===== src/rtl/adc_capture_gate_pkg.sv =====
// Shared constants and types for the ADC capture gate.
package adc_capture_gate_pkg;

  localparam int unsigned LANE_W   = 16;
  localparam int unsigned SAMPLE_W = 14;
  localparam int unsigned MAG_W    = SAMPLE_W + 1;
  localparam int unsigned STATE_W  = 3;

  typedef enum logic [STATE_W-1:0] {
    ST_IDLE    = 3'd0,
    ST_ARMED   = 3'd1,
    ST_DELAY   = 3'd2,
    ST_CAPTURE = 3'd3,
    ST_DONE    = 3'd4
  } state_e;

endpackage


===== src/rtl/adc_capture_gate_lane_clip.sv =====
// Per-lane magnitude compare: flags a 14-bit signed sample with |x| >= threshold.
module adc_lane_clip
  import adc_capture_gate_pkg::*;
(
  input  logic [SAMPLE_W-1:0] sample_i,
  input  logic [SAMPLE_W-1:0] clip_i,
  output logic                over_c
);

  logic [MAG_W-1:0] ext;
  logic [MAG_W-1:0] mag;

  // One extra bit so that |-8192| is representable without wrapping.
  always_comb begin
    ext    = {sample_i[SAMPLE_W-1], sample_i};
    mag    = ext[MAG_W-1] ? (~ext + MAG_W'(1)) : ext;
    over_c = (mag >= {1'b0, clip_i});
  end

endmodule


===== src/rtl/adc_capture_gate.sv =====
// Triggered ADC capture gate: arm, wait for trigger edge, delay, forward a burst of words.
module adc_capture_gate
  import adc_capture_gate_pkg::*;
#(
  parameter int unsigned ADC_DATA_WIDTH = 64,
  parameter int unsigned CNT_WIDTH      = 16
) (
  input  logic                      adc_clk,
  input  logic                      adc_resetn,
  input  logic                      adc_valid,
  input  logic [ADC_DATA_WIDTH-1:0] adc_data,
  input  logic                      arm,
  input  logic                      abort,
  input  logic                      trig,
  input  logic [CNT_WIDTH-1:0]      cfg_delay,
  input  logic [CNT_WIDTH-1:0]      cfg_len,
  input  logic                      cfg_cont,
  input  logic [SAMPLE_W-1:0]       cfg_clip,
  input  logic                      adc_wovf,
  output logic                      adc_wr,
  output logic [ADC_DATA_WIDTH-1:0] adc_wdata,
  output logic                      busy,
  output logic                      done,
  output logic [STATE_W-1:0]        state,
  output logic                      ovf_sticky,
  output logic [CNT_WIDTH-1:0]      clip_cnt
);

  localparam int unsigned LANES = ADC_DATA_WIDTH / LANE_W;

  state_e                    state_q, state_d;
  logic [CNT_WIDTH-1:0]      cnt_q, cnt_d, cnt_inc;
  logic [CNT_WIDTH-1:0]      delay_q, delay_d;
  logic [CNT_WIDTH-1:0]      len_q, len_d;
  logic                      cont_q, cont_d;
  logic [SAMPLE_W-1:0]       clip_q, clip_d;
  logic                      trig_d_q;
  logic                      wr_q, wr_d;
  logic [ADC_DATA_WIDTH-1:0] wdata_q, wdata_d;
  logic                      busy_q, busy_d;
  logic                      done_q, done_d;
  logic                      ovf_q, ovf_d;
  logic [CNT_WIDTH-1:0]      clip_cnt_q, clip_cnt_d;
  logic [LANES-1:0]          lane_over;
  logic                      trig_edge;
  logic                      stat_clear;

  // Clip detection on every lane of the incoming word.
  for (genvar g = 0; g < LANES; g++) begin : g_lane
    adc_lane_clip u_clip (
      .sample_i (adc_data[g*LANE_W +: SAMPLE_W]),
      .clip_i   (clip_q),
      .over_c   (lane_over[g])
    );
  end

  // State, latched configuration, counters and registered outputs.
  always_ff @(posedge adc_clk or negedge adc_resetn) begin
    if (!adc_resetn) begin
      state_q    <= ST_IDLE;
      cnt_q      <= '0;
      delay_q    <= '0;
      len_q      <= '0;
      cont_q     <= 1'b0;
      clip_q     <= '0;
      trig_d_q   <= 1'b0;
      wr_q       <= 1'b0;
      wdata_q    <= '0;
      busy_q     <= 1'b0;
      done_q     <= 1'b0;
      ovf_q      <= 1'b0;
      clip_cnt_q <= '0;
    end else begin
      state_q    <= state_d;
      cnt_q      <= cnt_d;
      delay_q    <= delay_d;
      len_q      <= len_d;
      cont_q     <= cont_d;
      clip_q     <= clip_d;
      trig_d_q   <= trig;
      wr_q       <= wr_d;
      wdata_q    <= wdata_d;
      busy_q     <= busy_d;
      done_q     <= done_d;
      ovf_q      <= ovf_d;
      clip_cnt_q <= clip_cnt_d;
    end
  end

  // Next-state and output logic; abort overrides everything else.
  always_comb begin
    state_d    = state_q;
    cnt_d      = cnt_q;
    delay_d    = delay_q;
    len_d      = len_q;
    cont_d     = cont_q;
    clip_d     = clip_q;
    wr_d       = 1'b0;
    wdata_d    = wdata_q;
    ovf_d      = ovf_q;
    clip_cnt_d = clip_cnt_q;
    stat_clear = 1'b0;
    trig_edge  = trig & ~trig_d_q;
    cnt_inc    = cnt_q + CNT_WIDTH'(1);

    if (abort) begin
      state_d = ST_IDLE;
      cnt_d   = '0;
    end else begin
      unique case (state_q)
        ST_IDLE: begin
          if (arm) begin
            state_d    = ST_ARMED;
            delay_d    = cfg_delay;
            len_d      = cfg_len;
            cont_d     = cfg_cont;
            clip_d     = cfg_clip;
            stat_clear = 1'b1;
          end
        end
        ST_ARMED: begin
          if (trig_edge) begin
            cnt_d   = '0;
            state_d = (delay_q != '0) ? ST_DELAY : ST_CAPTURE;
          end
        end
        ST_DELAY: begin
          cnt_d = cnt_inc;
          if (cnt_inc == delay_q) begin
            cnt_d   = '0;
            state_d = ST_CAPTURE;
          end
        end
        ST_CAPTURE: begin
          if (len_q == '0) begin
            state_d = ST_DONE;
          end else if (adc_valid) begin
            wr_d    = 1'b1;
            wdata_d = adc_data;
            cnt_d   = cnt_inc;
            if (cnt_inc == len_q) begin
              state_d = ST_DONE;
            end
          end
          if (adc_wovf) begin
            ovf_d = 1'b1;
          end
        end
        ST_DONE: begin
          cnt_d = '0;
          if (cont_q) begin
            state_d    = ST_ARMED;
            stat_clear = 1'b1;
          end else begin
            state_d = ST_IDLE;
          end
        end
        default: state_d = ST_IDLE;
      endcase

      if (wr_d && (|lane_over) && (clip_cnt_q != '1)) begin
        clip_cnt_d = clip_cnt_q + CNT_WIDTH'(1);
      end
      if (stat_clear) begin
        ovf_d      = 1'b0;
        clip_cnt_d = '0;
      end
    end

    busy_d = (state_d != ST_IDLE);
    done_d = (state_d == ST_DONE);
  end

  assign adc_wr     = wr_q;
  assign adc_wdata  = wdata_q;
  assign busy       = busy_q;
  assign done       = done_q;
  assign state      = state_q;
  assign ovf_sticky = ovf_q;
  assign clip_cnt   = clip_cnt_q;

endmodule


===== config.mk =====
export PLATFORM = sky130hd
export DESIGN_NAME = adc_capture_gate
export DESIGN_NICKNAME = d
export VERILOG_FILES = /design/src/rtl/adc_capture_gate_pkg.sv /design/src/rtl/adc_capture_gate_lane_clip.sv /design/src/rtl/adc_capture_gate.sv
export SDC_FILE = /design/constraint.sdc
export NUM_CORES = 1
export LEC_CHECK = 0
export BUFFER_PORTS_ARGS = -buffer_cell sky130_fd_sc_hd__buf_2
export CAP_MARGIN = 25
export CORE_MARGIN = 3
export CORE_UTILIZATION = 60
export DETAILED_ROUTE_END_ITERATION = 8
export HOLD_SLACK_MARGIN = 0.08
export PLACE_DENSITY = 0.87
export SLEW_MARGIN = 40
export SYNTH_ARGS = -nofsm -noshare
export SYNTH_HDL_FRONTEND = slang
export SYNTH_HIERARCHICAL = 1
export SYNTH_SLANG_ARGS = --single-unit
export TNS_END_PERCENT = 10

===== constraint.sdc =====
create_clock -name adc_clk -period 4.3 [get_ports adc_clk]
set_clock_uncertainty 0.1 [all_clocks]
set_input_delay 1.075 -clock adc_clk [delete_from_list [all_inputs] [get_ports adc_clk]]
set_output_delay 1.075 -clock adc_clk [all_outputs]
set_load 0.01 [all_outputs]

==> flow_summary.yaml, run 1 <==
outcome:
  status: "finished, violations left"
  violations: "setup timing"
clocking:
  clk_latency_ps: 430
  clk_pin_slew_worst_paths_ps: 60
  hold_buffers: 0
  cts_buffer_depth: 2
  root_buffer: "clkbuf_16"
  clkSinkCount: 151
  cts_tree: "built"
  cts_buffers: 17
  htreeDepth: 4
synth:
  synth-main-ff-cell: "dfrtp_1"
  syn_area_per_cell_um2: 10.3
  synth_edf_count: 0
  synthDistinctLibCells: 68
  ys_warn_count: 6
  synth-seq-area-share_pct: 39.5
  synth_top_area_share_pct: 39.5
  syn_area_mm2: 0.00956
  syn_inst: 932
  synth_nets: 1112
  synth_top_cell_by_area: "dfrtp_1"
  async_flop_share_pct: 100
  synthTopCellsByArea: "dfrtp_1 (40%), mux2_2 (13%), ha_1 (8.1%)"
  synth-seq-cells: 151
grt:
  antenna_found_initial: 2
  grt_pass1_vias: 8482
  grt.total_usage_pct: 29.8
  grt_max_degree: 85
  overflow: 0
  grt_pass1_wl_um: 42200
pwr:
  p_int_mw: 3.11
  p_clk_share_pct: 32.9
  switchingPower_mw: 1.45
  seqPwrFrac_pct: 40.5
  power.density_mw_per_mm2: 380
  peakVddDrop_uv: 269
  p_comb_share_pct: 26.6
  switching_share_pct: 31.9
  power.leakage_nw: 5.97
sta:
  slew_headroom_pct: 54.6
  tightest_slew_ps: 680
  hold_violations: 0
  period_minus_slack_ps: 4440
  setup_viol: 14
  rsz0062_at_grt: "true"
  setup_slack_ps: -139
  finalCritPeriodShare_pct: 103
  setup-tns-final_ps: -1170
  fmax_mhz: 225
  maxSlewViolCount: 0
job:
  cap_violations: 0
setup_path:
  worstPathArrival_ps: 4660
  end_kind: "flip-flop"
  crit_required_ps: 4520
  worstPathMaxFanout: 4
  criticalPathCategory: "in2reg"
  cp-start-kind: "input port"
cells_and_area:
  stdcell_area_mm2: 0.0120
  seq_area_mm2: 0.00378
  syn2layout_area_growth_pct: 25.6
  multi_input_area_mm2: 0.00548
  fillCellCount: 981
  drive_gt1_share_pct: 38.8
  postLayoutCoreUtil_pct: 78.1
  final_nets: 1367
routing:
  postRouteWirelength_um: 26400
  drt_drc_violations_left: 0
  vias: 8345
  routedWlPerCell_um: 18.7
  ant_nets: 0
  firstDrtPassIters: 6
  drtIter0Drc: 760
  viasPerCell: 5.91
placed_design:
  routabilityCongestion: 0.937
  place_area_mm2: 0.0113
  portBuffers: 204
  dp_hpwl_um: 18600
floorplanning:
  die-height_um: 132
  ios: 205
  initial_core_util_pct: 62.2
  die_width_um: 132
  dieArea_mm2: 0.0175
  core_area_mm2: 0.0154
  rows: 45
min_path:
  holdCritPathClass: "reg2reg"
## cell families (layout without fill, tap and decap cells)
logic type,after synthesis,in the layout,synth area share [%]
simple gates,255,255,14.8
flops,151,151,39.5
compound gates,147,147,10.4
mux,113,113,13.3
buf+inv,105,373,4.50
xor+xnor,99,99,9.36
fa+ha+maj,62,62,8.11
other cells,0,2,0
## layout by cell type, fill, tap and decap left out, types with 5 or more instances in the layout
cell | netlist | layout
a211oi_1 | 7 | 7
a21o_1 | 14 | 14
a21oi_1 | 27 | 23
a31oi_1 | 5 | 5
and3_1 | 11 | 10
and4_1 | 6 | 6
buf_2 | 8 | 201
buf_4 | 3 | 69
clkbuf_16 | 0 | 17
clkinv_4 | 0 | 6
dfrtp_1 | 151 | 151
ha_1 | 62 | 60
inv_1 | 64 | 61
mux2_2 | 111 | 111
nand2_1 | 63 | 63
nand2b_1 | 7 | 7
nand3_1 | 26 | 24
nand3b_1 | 9 | 9
nand4_1 | 10 | 10
nor2_1 | 48 | 47
nor3_1 | 9 | 9
nor4_1 | 13 | 12
nor4b_1 | 5 | 5
o21ai_0 | 43 | 33
o21ai_1 | 0 | 9
o31ai_1 | 7 | 7
o41ai_1 | 6 | 6
or3_1 | 12 | 12
xnor2_1 | 73 | 72
xor2_1 | 24 | 24
## final timing paths
kind	start	end	slack (ps)	cells after the start
max	adc_data[32]	clip_cnt[6]$_DFFE_PN0P_	-140	19
min reg2reg	adc_wdata[58]$_DFFE_PN0P_	adc_wdata[58]$_DFFE_PN0P_	400	1
max in group asynchronous	adc_resetn	clip_q[13]$_DFFE_PN0P_	2700	2
max reg2reg	cnt_q[0]$_DFFE_PN0P_	cnt_q[15]$_DFFE_PN0P_	350	10
min	adc_wdata[58]$_DFFE_PN0P_	adc_wdata[58]$_DFFE_PN0P_	400	1
min in group asynchronous	adc_resetn	clip_cnt[10]$_DFFE_PN0P_	590	1
## cell usage after synthesis (3+ instances only)
master,instances
mux2_2,111
nand2b_1,7
nor3_1,9
o21ai_0,43
buf_2,8
o31ai_1,7
o211ai_1,4
nor2b_1,4
or3_1,12
a31oi_1,5
nor4b_1,5
a211oi_2,3
a211oi_1,7
nor2_1,48
nand4_1,10
inv_1,64
a22o_1,3
clkbuf_1,24
nand3b_1,9
and3_1,11
nor4_1,13
ha_1,62
nand2_1,63
or2b_1,3
buf_4,3
a21o_1,14
or3b_1,3
or4_1,5
and2_1,3
dfrtp_1,151
a221oi_1,4
o41ai_1,6
xor2_1,24
buf_1,4
o31ai_2,4
nor4_2,4
and4_1,6
xnor2_1,73
a21oi_1,27
nand3_1,26
a22oi_1,3
## flip-flops by register name (all words and copies together), names as in the netlist, 3 cells and up
signal,flops
state,3
delay_q,16
cnt_q,16
clip_q,14
adc_wdata,64
clip_cnt,16
len_q,16
## per-layer routing
layer	vias to the layer above	wire length (µm)	GRT usage, %
met1	4035	10700	38.8
met5	-	0	0
met4	0	778	12.1
met2	394	13100	49.4
li1	3828	-	-
met3	88	1790	5.42
## critical path, stage by stage
cell	delay, ps
buf_8	100
clkinv_4	40
ha_4	120
or2b_1	250
or3b_4	440
o31ai_4	190
xnor2_1	150
ha_1	280
a21oi_2	150
o21ai_1	90
a221oi_1	290
o21ai_1	140
or4_4	570
o211ai_1	200
nor2_2	100
buf_6	140
nand4_1	100
xor2_1	160
nor2_1	70
## power by group through the flow
| stage | clock network (mW) | registers [mW] | logic [mW] |
|---|---|---|---|
| 3_5_place_dp | 0 | 1.86 | 1.15 |
| 3_3_place_gp | 0 | 1.85 | 1.08 |
| 4_1_cts | 1.51 | 1.84 | 1.19 |
| 6_report | 1.50 | 1.85 | 1.21 |
| 2_1_floorplan | 0 | 1.82 | 0.699 |
| 5_1_grt | 1.59 | 1.87 | 1.34 |
## stage by stage
| stage | total power, mW | hold slack, ps | std cells | worst slack, ps |
|---|---|---|---|---|
| after floorplan | 2.52 | 402 | 932 | -216 |
| after global placement | 2.93 | 383 | 1373 | -507 |
| after detailed placement | 3.01 | 390 | 1373 | -637 |
| after CTS | 4.54 | 404 | 1407 | -16.9 |
| after global routing | 4.79 | 416 | 1413 | -172 |
| final | 4.56 | 401 | 1413 | -139 |
## repair_timing
action	4_1_cts	5_1_grt
setup endpoints to repair	14	16
pin swaps	14	23
resized for setup	10	21
buffers inserted	2	4
## area by class of cell
cell class | instances | share of cell area [%]
inverters | 64 | 2.15
clock inverters | 13 | 1.22
well taps | 211 | 2.20
clock buffers | 19 | 3.69
diodes | 2 | 0.0417
flip-flops and latches | 151 | 31.5
repair buffers | 277 | 13.6
multi-input cells | 676 | 45.6
Power figures use the tool's default switching activity.
==> run 2, diff against run 1 <==
==> constraint.sdc (replaced) <==
create_clock -name adc_clk -period 4.3 [get_ports adc_clk]
set_clock_uncertainty 0.1 [all_clocks]
set_input_delay 0.43 -clock adc_clk [delete_from_list [all_inputs] [get_ports adc_clk]]
set_output_delay 0.43 -clock adc_clk [all_outputs]
set_load 0.01 [all_outputs]
==> flow_summary.yaml, run 2 (synthesis gave the netlist of run 1 again) <==
outcome:
  status: "finished clean"
placed_design:
  portBuffers: 204
  routabilityCongestion: 0.939
  dp_cells: 1336
  pre_cts_slack_ps: -78.6
  dp_hpwl_um: 17900
setup_path:
  worstPathArrival_ps: 4260
  critical_path.cell_chain: "buf_2, inv_1, ha_1, or2b_1, or3b_1, o31ai_2, xnor2_1, ha_1, a21oi_1, o21ai_0, a221oi_1, o21ai_0, or4_1, o211ai_1, a21oi_1, nor2b_1, xnor2_1, nor2_1"
  r2r_start: "cnt_q[0]$_DFFE_PN0P_"
  crit_path_start: "adc_data[48]"
  slowest_delay_ps: 580
  rr_worst_depth: 10
  cp-start-kind: "input port"
  end_kind: "flip-flop"
  ff2ff_setup_slack_ps: 540
  reg2reg_to: "cnt_q[8]$_DFFE_PN0P_"
  worstPathMaxFanout: 7
  crit_slowest_cell: "or4_1"
  endpoint: "clip_cnt[15]$_DFFE_PN0P_"
  criticalPathCategory: "in2reg"
  crit_required_ps: 4510
sta:
  rsz0062_at_grt: "false"
  period_minus_slack_ps: 4050
  setup_slack_ps: 253
  setup-tns-final_ps: 0
  setup_viol: 0
  maxSlewViolCount: 0
  finalCritPeriodShare_pct: 94.1
  tightest_slew_ps: 811
  hold_violations: 0
  slew_headroom_pct: 45.9
  fmax_mhz: 247
grt:
  overflow: 0
  antenna_found_initial: 3
  grt.total_usage_pct: 27.8
  grt_max_degree: 89
  grt_pass1_vias: 8061
  grt_pass1_wl_um: 39700
routing:
  routedWlPerCell_um: 17.9
  viasPerCell: 5.93
  postRouteWirelength_um: 24500
  ant_nets: 0
  drt_drc_violations_left: 0
  vias: 8137
  firstDrtPassIters: 5
  drtIter0Drc: 523
cells_and_area:
  drive_gt1_share_pct: 34.9
  syn2layout_area_growth_pct: 20.7
  seq_area_mm2: 0.00378
  largest_register_ffs: 64
  layout_common_cells: "buf_2 (203), dfrtp_1 (151), mux2_2 (111)"
  multi_input_area_mm2: 0.00536
  final_common_cell: "buf_2"
  final_nets: 1326
  postLayoutCoreUtil_pct: 75.1
  fillCellCount: 1064
  stdcell_count: 1372
floorplanning:
  rows: 45
  ios: 205
  dieArea_mm2: 0.0175
  core_area_mm2: 0.0154
  die-height_um: 132
  initial_core_util_pct: 62.2
  die_width_um: 132
clocking:
  cts_buffers: 17
  clk_pin_slew_worst_paths_ps: 70
  root_buffer: "clkbuf_16"
  clk_latency_ps: 430
  clkSinkCount: 151
  cts_tree: "built"
  htreeDepth: 4
  cts-resized-gates: 0
  cts_buffer_depth: 2
min_path:
  holdCritPathClass: "in2reg"
job:
  cap_violations: 0
pwr:
  total_power_mw: 4.51
  peakVddDrop_uv: 333
  power.leakage_nw: 5.75
  power.density_mw_per_mm2: 391
## run 2: changes by cell type in the layout (fill, tap and decap cells not counted), moves of 3 or more
cell and delta:
buf_12 -3, or3b_1 +3, inv_1 +3, or3b_4 -3, o31ai_2 +3, o31ai_4 -3
o21ai_1 -9, buf_4 -39, a21oi_2 -4, a21oi_1 +4, o21ai_0 +10
## run 2: worst max-delay path, delay by kind of cell
family	cells	cell delay (ps)
AOI/OAI and AO/OA	7	1380
xor gates and xnor gates	2	320
adders and majority gates	2	430
and+or+nand+nor	5	1510
buffers and inverters	2	190
## run 2: power by group
part / internal [mW] / leakage [nW] / switching [mW]
Sequential: 1.62 / 1.98 / 0.221
Clock: 0.931 / 0.292 / 0.618
Combinational: 0.564 / 3.48 / 0.559
Total: 3.11 / 5.75 / 1.40
## run 2: cell type report
| type | instances | area share, % |
|---|---|---|
| clock inverter | 14 | 1.52 |
| clock buffer | 18 | 3.81 |
| tap | 211 | 2.29 |
| timing repair buffer | 236 | 11.0 |
| antenna | 2 | 0.0434 |
| inverter | 64 | 2.08 |
| multi-input combinational | 676 | 46.5 |
| sequential | 151 | 32.7 |
## run 2: per-stage QoR
step / cell area [µm²] / hold slack, ps
6_report: 11500 / 125
5_1_grt: 11500 / 122
4_1_cts: 11500 / 113
3_5_place_dp: 10900 / 390
3_3_place_gp: 10900 / 376
2_1_floorplan: 9560 / 34.4
## run 2: timing repair
item                      in CTS  in global routing
buffers inserted               0                  0
hold buffers                   2                  0
hold endpoints to repair      87                  0
## run 2: per-layer routing
metal / vias up / GRT usage [%] / routed length (µm)
met5: - / 0 / 7
met4: 2 / 13.1 / 839
met3: 90 / 6.22 / 1740
met2: 349 / 47.7 / 12200
met1: 3940 / 33.4 / 9730
li1: 3756 / - / -
## run 2: how the worst min path moves through the flow
stage	startpoint	endpoint	slack (ps)	depth (start not counted)
3_5_place_dp	adc_wdata[55]$_DFFE_PN0P_	adc_wdata[55]$_DFFE_PN0P_	390	1
3_3_place_gp	ovf_sticky$_DFFE_PN0P_	ovf_sticky$_DFFE_PN0P_	380	2
6_report	cfg_delay[0]	delay_q[0]$_DFFE_PN0P_	130	2
5_1_grt	cfg_len[13]	len_q[13]$_DFFE_PN0P_	120	2
2_1_floorplan	adc_resetn	adc_wdata[0]$_DFFE_PN0P_	30	0
4_1_cts	cfg_delay[0]	delay_q[0]$_DFFE_PN0P_	110	2
